File: config.mk
export PLATFORM = sky130hd
export DESIGN_NAME = exp_dt_sched
export DESIGN_NICKNAME = d
export VERILOG_FILES = /design/src/rtl/exp_dt_sched.sv
export SDC_FILE = /design/constraint.sdc
export NUM_CORES = 1
export LEC_CHECK = 0
export CORE_MARGIN = 3
export CORE_UTILIZATION = 27
export DETAILED_ROUTE_END_ITERATION = 8
export DONT_BUFFER_PORTS = 1
export MAX_ROUTING_LAYER = met4
export PLACE_DENSITY = 0.48
export SYNTH_ARGS = -nofsm -noshare
export SYNTH_HDL_FRONTEND = slang
export SYNTH_SLANG_ARGS = --single-unit
File: constraint.sdc
create_clock -name clk -period 2.95 [get_ports clk]
set_input_delay 0.59 -clock clk [delete_from_list [all_inputs] [get_ports clk]]
set_output_delay 0.59 -clock clk [all_outputs]
set_load 0.05 [all_outputs]
File: src/rtl/exp_dt_sched.sv
// rtl/exp_dt_sched.sv - per-channel elapsed-time scheduler feeding the fixed-tau exp LUT unit
// Optional: EXP_DT_NOVLD_BYPASS_EN skips the exp request for never-evented channels.
module exp_dt_sched #(
  parameter int N_CH    = 16,
  parameter int wTS     = 16,
  parameter int wTOT    = 12,
  parameter int wMAX    = 8,
  parameter int EXP_LAT = 5
) (
  input  logic                    clk,
  input  logic                    reset,
  input  logic                    tick,
  input  logic                    ev_valid,
  input  logic [$clog2(N_CH)-1:0] ev_ch,
  input  logic                    q_valid,
  output logic                    q_ready,
  input  logic [$clog2(N_CH)-1:0] q_ch,
  input  logic                    exp_busy,
  output logic                    idle,
  output logic                    exp_req,
  output logic [wTOT-1:0]         exp_tn,
  input  logic [wMAX-1:0]         exp_result,
  output logic                    r_valid,
  output logic [$clog2(N_CH)-1:0] r_ch,
  output logic [wMAX-1:0]         r_val,
  output logic                    r_sat
);

  localparam int CW    = $clog2(N_CH);
  localparam int DEPTH = EXP_LAT + 2;

  logic [wTS-1:0]   now;
  logic [wTS-1:0]   ts [N_CH];
  logic [N_CH-1:0]  vld;

  logic [DEPTH-1:0] p_valid;
  logic [CW-1:0]    p_ch [DEPTH];
  logic [DEPTH-1:1] p_sat;
`ifdef EXP_DT_NOVLD_BYPASS_EN
  logic [DEPTH-1:1] p_byp;
`endif
  logic [wTS-1:0]   s0_ts;
  logic             s0_vld;
  logic [wTS-1:0]   dt;
  logic             dt_sat;
  logic             accept;

  assign q_ready = ~exp_busy & ~reset;
  assign accept  = q_valid & q_ready;
  assign idle    = ~|p_valid;
  assign dt      = now - s0_ts;
  assign dt_sat  = ~s0_vld | (|dt[wTS-1:wTOT]);

  // Nonblocking write keeps a same-edge query reading the old timestamp.
  always_ff @(posedge clk) begin
    if (reset) begin
      now <= '0;
      vld <= '0;
    end else begin
      if (tick)
        now <= now + 1'b1;
      if (ev_valid) begin
        ts[ev_ch]  <= now;
        vld[ev_ch] <= 1'b1;
      end
    end
  end

  always_ff @(posedge clk) begin
    if (accept) begin
      p_ch[0] <= q_ch;
      s0_ts   <= ts[q_ch];
      s0_vld  <= vld[q_ch];
    end
    for (int i = 1; i < DEPTH; i++)
      p_ch[i] <= p_ch[i-1];
    p_sat[1] <= dt_sat;
    for (int i = 2; i < DEPTH; i++)
      p_sat[i] <= p_sat[i-1];
`ifdef EXP_DT_NOVLD_BYPASS_EN
    p_byp[1] <= ~s0_vld;
    for (int i = 2; i < DEPTH; i++)
      p_byp[i] <= p_byp[i-1];
`endif
  end

  // Only the valid bits and outputs are reset, so in-flight queries vanish.
  always_ff @(posedge clk) begin
    if (reset) begin
      p_valid <= '0;
      exp_req <= 1'b0;
      exp_tn  <= '0;
      r_valid <= 1'b0;
      r_ch    <= '0;
      r_val   <= '0;
      r_sat   <= 1'b0;
    end else begin
      p_valid <= {p_valid[DEPTH-2:0], accept};
`ifdef EXP_DT_NOVLD_BYPASS_EN
      exp_req <= p_valid[0] & s0_vld;
`else
      exp_req <= p_valid[0];
`endif
      if (p_valid[0])
        exp_tn <= dt_sat ? {wTOT{1'b1}} : dt[wTOT-1:0];
      r_valid <= p_valid[DEPTH-1];
      if (p_valid[DEPTH-1]) begin
        r_ch  <= p_ch[DEPTH-1];
        r_sat <= p_sat[DEPTH-1];
`ifdef EXP_DT_NOVLD_BYPASS_EN
        r_val <= p_byp[DEPTH-1] ? '0 : exp_result;
`else
        r_val <= exp_result;
`endif
      end
    end
  end

endmodule

Yosys cells after proc, flatten, opt, wreduce, memory -nomap -nowiden
Memories as Yosys holds them, arrays and structs flattened. A register that Yosys moved wholly into a read port is not among the register bits.
Cells that the tools add are included.
- output and inout port bits: 29
- memories: 2
- bits in writable memories: 284
- register bits: 69
- latch bits: 0
- word-level logic and storage cells: 38
- bits of input ports: 22
- bits in read-only memories: 0
- memories (memory ; depth ; bits a word ; read ports ; clocked after Yosys merged registers in ; write ports ; RTL line ; RTL):
    ts ; 16 ; 16 ; 1 ; 1 ; 1 ; 33 ; logic [wTS-1:0] ts [N_CH];
    p_ch ; 7 ; 4 ; 7 ; 1 ; 7 ; 37 ; logic [CW-1:0] p_ch [DEPTH];
- add/subtract/negate cells: 2
- div/mod/pow operators: 0
- multiplexer cells: 10
- reduce and logical (&&, ||, !) cells: 4
- shift operators: 0
- multiply operators: 0
- bitwise gates (word level): 7
- $lt $le $gt $ge: 3
- equal/unequal tests: 0
- operators by type and width (kind ; number):
    $add A16 B1 Y16 const B ; 1
    $or A16 B16 Y16 ; 1
    $sub A16 B16 Y16 ; 1
    $mux W12 ; 1
    $lt A4 B5 Y1 const B ; 2
    $mux W1 ; 7
    $reduce_or A7 Y1 ; 1
    $bmux W1 S4 ; 1
    $demux W1 S4 ; 1
    $ge A4 B1 Y1 const B ; 1
    $reduce_or A4 Y1 ; 1
    $not A1 Y1 ; 3
    $and A1 B1 Y1 ; 2
    $logic_and A1 B1 Y1 ; 1
    $logic_not A1 Y1 ; 1
    $or A1 B1 Y1 ; 1

Logic depth before layout (Yosys ltp)
- word-level depth: 5
- gate-level depth with buffers: 10
- mapped depth without buffers: 9

Worst setup path before layout
No wires, ideal clock.
- path kind: register to output
- start: reg p_valid[6]
- end: out idle
- stages on the path, launching flop included: 4
- arrival: 2.343 ns
- data required time: 2.360 ns
- path slack: 0.017 ns
- cell sequence: dfxtp_1 > clkbuf_1 > clkbuf_1 > nor4_1
- cells in the longest elaborated chain, start to end: 2
- RTL lines (item ; RTL line ; RTL):
    start: declaration ; 36 ; logic [DEPTH-1:0] p_valid;
    start signal: assignment ; 98 ; p_valid <= {p_valid[DEPTH-2:0], accept};
    $reduce_or A7 Y1 ; 50 ; assign idle = ~|p_valid;
    $logic_not A1 Y1 ; 50 ;
    end: declaration ; 19 ; output logic idle,
No other way between the ends.

Worst setup path after layout
- start: reg s0_ts[0] (read register of ts)
- end: reg exp_tn[6]
- cells in the longest elaborated chain, start to end: 4
- RTL lines (item ; RTL line ; RTL):
    start: declaration ; 42 ; logic [wTS-1:0] s0_ts;
    $sub A16 B16 Y16 (*) ; 51 ; assign dt = now - s0_ts;
    $reduce_or A4 Y1 ; 52 ; assign dt_sat = ~s0_vld | (|dt[wTS-1:wTOT]);
    $or A1 B1 Y1 ; 52 ;
    $mux W12 (*) ; 105 ; exp_tn <= dt_sat ? {wTOT{1'b1}} : dt[wTOT-1:0];
    end signal: assignment ; 105 ;
    end: declaration ; 21 ; output logic [wTOT-1:0] exp_tn,
Mark *: on every way between the ends. The rest lies on a longest branch, timed or not.
A chain may end at the register's enable or synchronous reset.

==> results by group <==
Logic synthesis
  – Number of synthesized register bits: 372
  – Synth Area per Inst: 18.1 um^2
  – Post-synthesis cell count: 795
  – Syn nets: 834
  – Post-synthesis async set-or-reset flop share: 0%
  – Syn Std Cell Area: 0.0144 mm^2
  – Post-synth EDFFs: 277
  – Register area share after synthesis: 71.1%
  – Cell variety after synth: 54
  – Most used DFF post-synth: edfxtp_1
  – Synth warn: 0

Setup path
  – Slowest stage delay, CP: 520 ps
  – Buf/Inv on CP: 0
  – Crit path kind: register to register
  – Critical path peak fanout: 13
  – Crit-path leading delay family: compound AO/OA/AOI/OAI gates
  – Critical Path Source Type: register
  – Worst Path Arrival: 3160 ps
  – CP required: 3350 ps
  – Critical path capture point type: register
  – CP max stage cell: a32oi_4
  – Crit-path cells: ha_1 > fa_1 > nand2b_1 > a21o_1 > a31oi_1 > mux2i_1 > a32oi_4 > a31oi_2

Layout
  – Area Growth Syn to Fin: 17.5%
  – Ant diodes: 0
  – Share of cells above drive strength 1: 26.6%
  – Fin nets: 881
  – Finished Cell Area: 0.0169 mm^2

Placed design
  – Port Buf Inserts: 0
  – Dpl ws: 198 ps
  – Gpl congestion: 0.696
  – HPWL after detailed placement: 18600 um
  – Placed Area: 0.0154 mm^2

Floorplanning
  – Io pins: 51
  – Die Y: 237 um
  – Rows: 83
  – Core Area: 0.0520 mm^2
  – Die footprint: 0.0561 mm^2
  – Initial Util: 27.6%
  – Die width: 237 um

Timing
  – Endpoints failing hold: 0
  – Hold_ws: 91.5 ps
  – Max transition margin: 37.9%
  – RSZ-0062 raised after global routing: false
  – Worst Skew: 28.0 ps
  – Max Fclk: 0.363 GHz
  – Post-layout min period: 2750 ps
  – Tcrit/Tclk final: 93.3%
  – Setup_tns: 0 ps
  – Slew at the pin closest to its max-slew limit: 925 ps
  – Final WS setup: 197 ps
  – Max Slew Vio Count: 0
  – Finish-stage setup viols: 0

Clocking
  – # clock sinks: 372
  – Hold buffer count at cts: 0
  – Clock Path Buffers: 3
  – Setup Buffers After CTS: 0
  – Post_cts resized: 0
  – Worst-path clk slew: 60 ps
  – CTS root buf: clkbuf_16
  – Worst-Skew Late Latency: 570 ps
  – Htree depth: 2
  – CTS tree: done
  – Total CTS buffers: 41

Global route
  – Initial antenna violation count: 1
  – GRT Total Usage: 12.0%
  – Vias in the first global route: 7493
  – Total congestion overflow: 0
  – Largest net degree at the start of global routing: 70
  – First-pass GRT wire length: 49200 um

Routing
  – Initial drt markers: 520
  – Final WL: 32200 um
  – Routed Antenna Nets: 0
  – Vias post-DR: 7141
  – Drt drc: 0
  – WL/cell: 20.7 um
  – DRT Pass-1 Iters: 4
  – Via density: 4.59

Job
  – # Max-Cap Violations: 0

Outcome
  – Outcome: finished clean

Pwr
  – Leak: 6.06 nW
  – Final Total Pwr: 0.0113 W
  – Maximum vdd drop: 0.000413 V
  – PwrDens: 668 mW/mm^2

Worst hold path
  – HP Class: input port to register
## cell families after synthesis
logic type | count (synthesis) | share of synthesized area (%)
xor+xnor | 18 | 1.10
mux | 101 | 14.4
flops | 372 | 71.1
simple gates | 127 | 4.42
buf+inv | 58 | 1.91
compound gates | 102 | 5.57
fa+ha+maj | 17 | 1.53
## per-stage QoR
stage	instances	utilization [%]
floorplan	795	-
global placement	1479	29.7
detailed placement	1479	29.7
CTS	1555	32.5
global route	1555	32.5
finish	1555	32.5
## layout make-up
class / instances / area [um^2]
Fill cell: 4963 / 35100
Sequential cell: 372 / 10200
Multi-Input combinational cell: 365 / 3950
Clock buffer: 63 / 1260
Tap cell: 680 / 851
Timing Repair Buffer: 42 / 353
Clock inverter: 13 / 196
Inverter: 20 / 75.1
## cell usage in the layout (no fill, tap or decap), types with 8 or more instances in the layout
cell type  synthesis  routed
edfxtp_1         277     277
dfxtp_1           95      95
mux4_2            85      85
clkbuf_16          0      44
buf_4              2      39
nor2_1            45      33
nand2_1           28      28
o21ai_0           23      23
a21o_1            23      23
inv_1             20      20
a21oi_1           18      18
mux2i_1           16      16
ha_1              16      16
nor2_2             0      12
xor2_1            12      12
clkbuf_1          15      10
a31oi_2            9       9
nand2b_1           8       8
clkbuf_8           0       8
## power breakdown
group | internal (W) | total [W] | switching, W
Clock | 0.00330 | 0.00537 | 0.00207
Combinational | 0.000118 | 0.000235 | 0.000118
Sequential | 0.00563 | 0.00568 | 0.0000520
Total | 0.00905 | 0.0113 | 0.00224
## per-layer routing
layer | wire length (um) | vias to the layer above | GRT usage (%)
li1 | - | 3242 | -
met1 | 14200 | 3721 | 15.2
met2 | 15900 | 127 | 19.7
met3 | 1470 | 51 | 2.06
met4 | 683 | 0 | 3.68
met5 | 0 | - | -
## synth_stat cells (8+ instances only)
cell type,instances,share of area [%]
mux2i_1,16,1.1
a21oi_1,18,0.63
ha_1,16,1.4
nand2b_1,8,0.35
dfxtp_1,95,13
a21o_1,23,1.2
edfxtp_1,277,58
mux4_2,85,13
a31oi_2,9,0.78
inv_1,20,0.52
o21ai_0,23,0.80
nand2_1,28,0.73
xor2_1,12,0.73
clkbuf_1,15,0.39
nor2_1,45,1.2
buf_2,9,0.31
## path summary, 6_finish.rpt
| kind | start | end | slack, ps | depth (start not counted) |
|---|---|---|---|---|
| setup / recovery | s0_ts[0] | exp_tn[6] | 200 | 8 |
| hold / removal | reset | r_val[0] | 90 | 1 |
| setup reg to reg | s0_ts[0] | exp_tn[6] | 200 | 8 |
| hold reg to reg | p_sat[3] | p_sat[4] | 320 | 0 |
## flip-flops by register name, indices dropped and copies added (netlist names), 7 cells and up
name,cells
r_val,8
vld,16
exp_tn,12
ts,256
now,16
p_valid,7
p_ch,28
s0_ts,16
No activity file was read; power rests on OpenSTA's default activity.
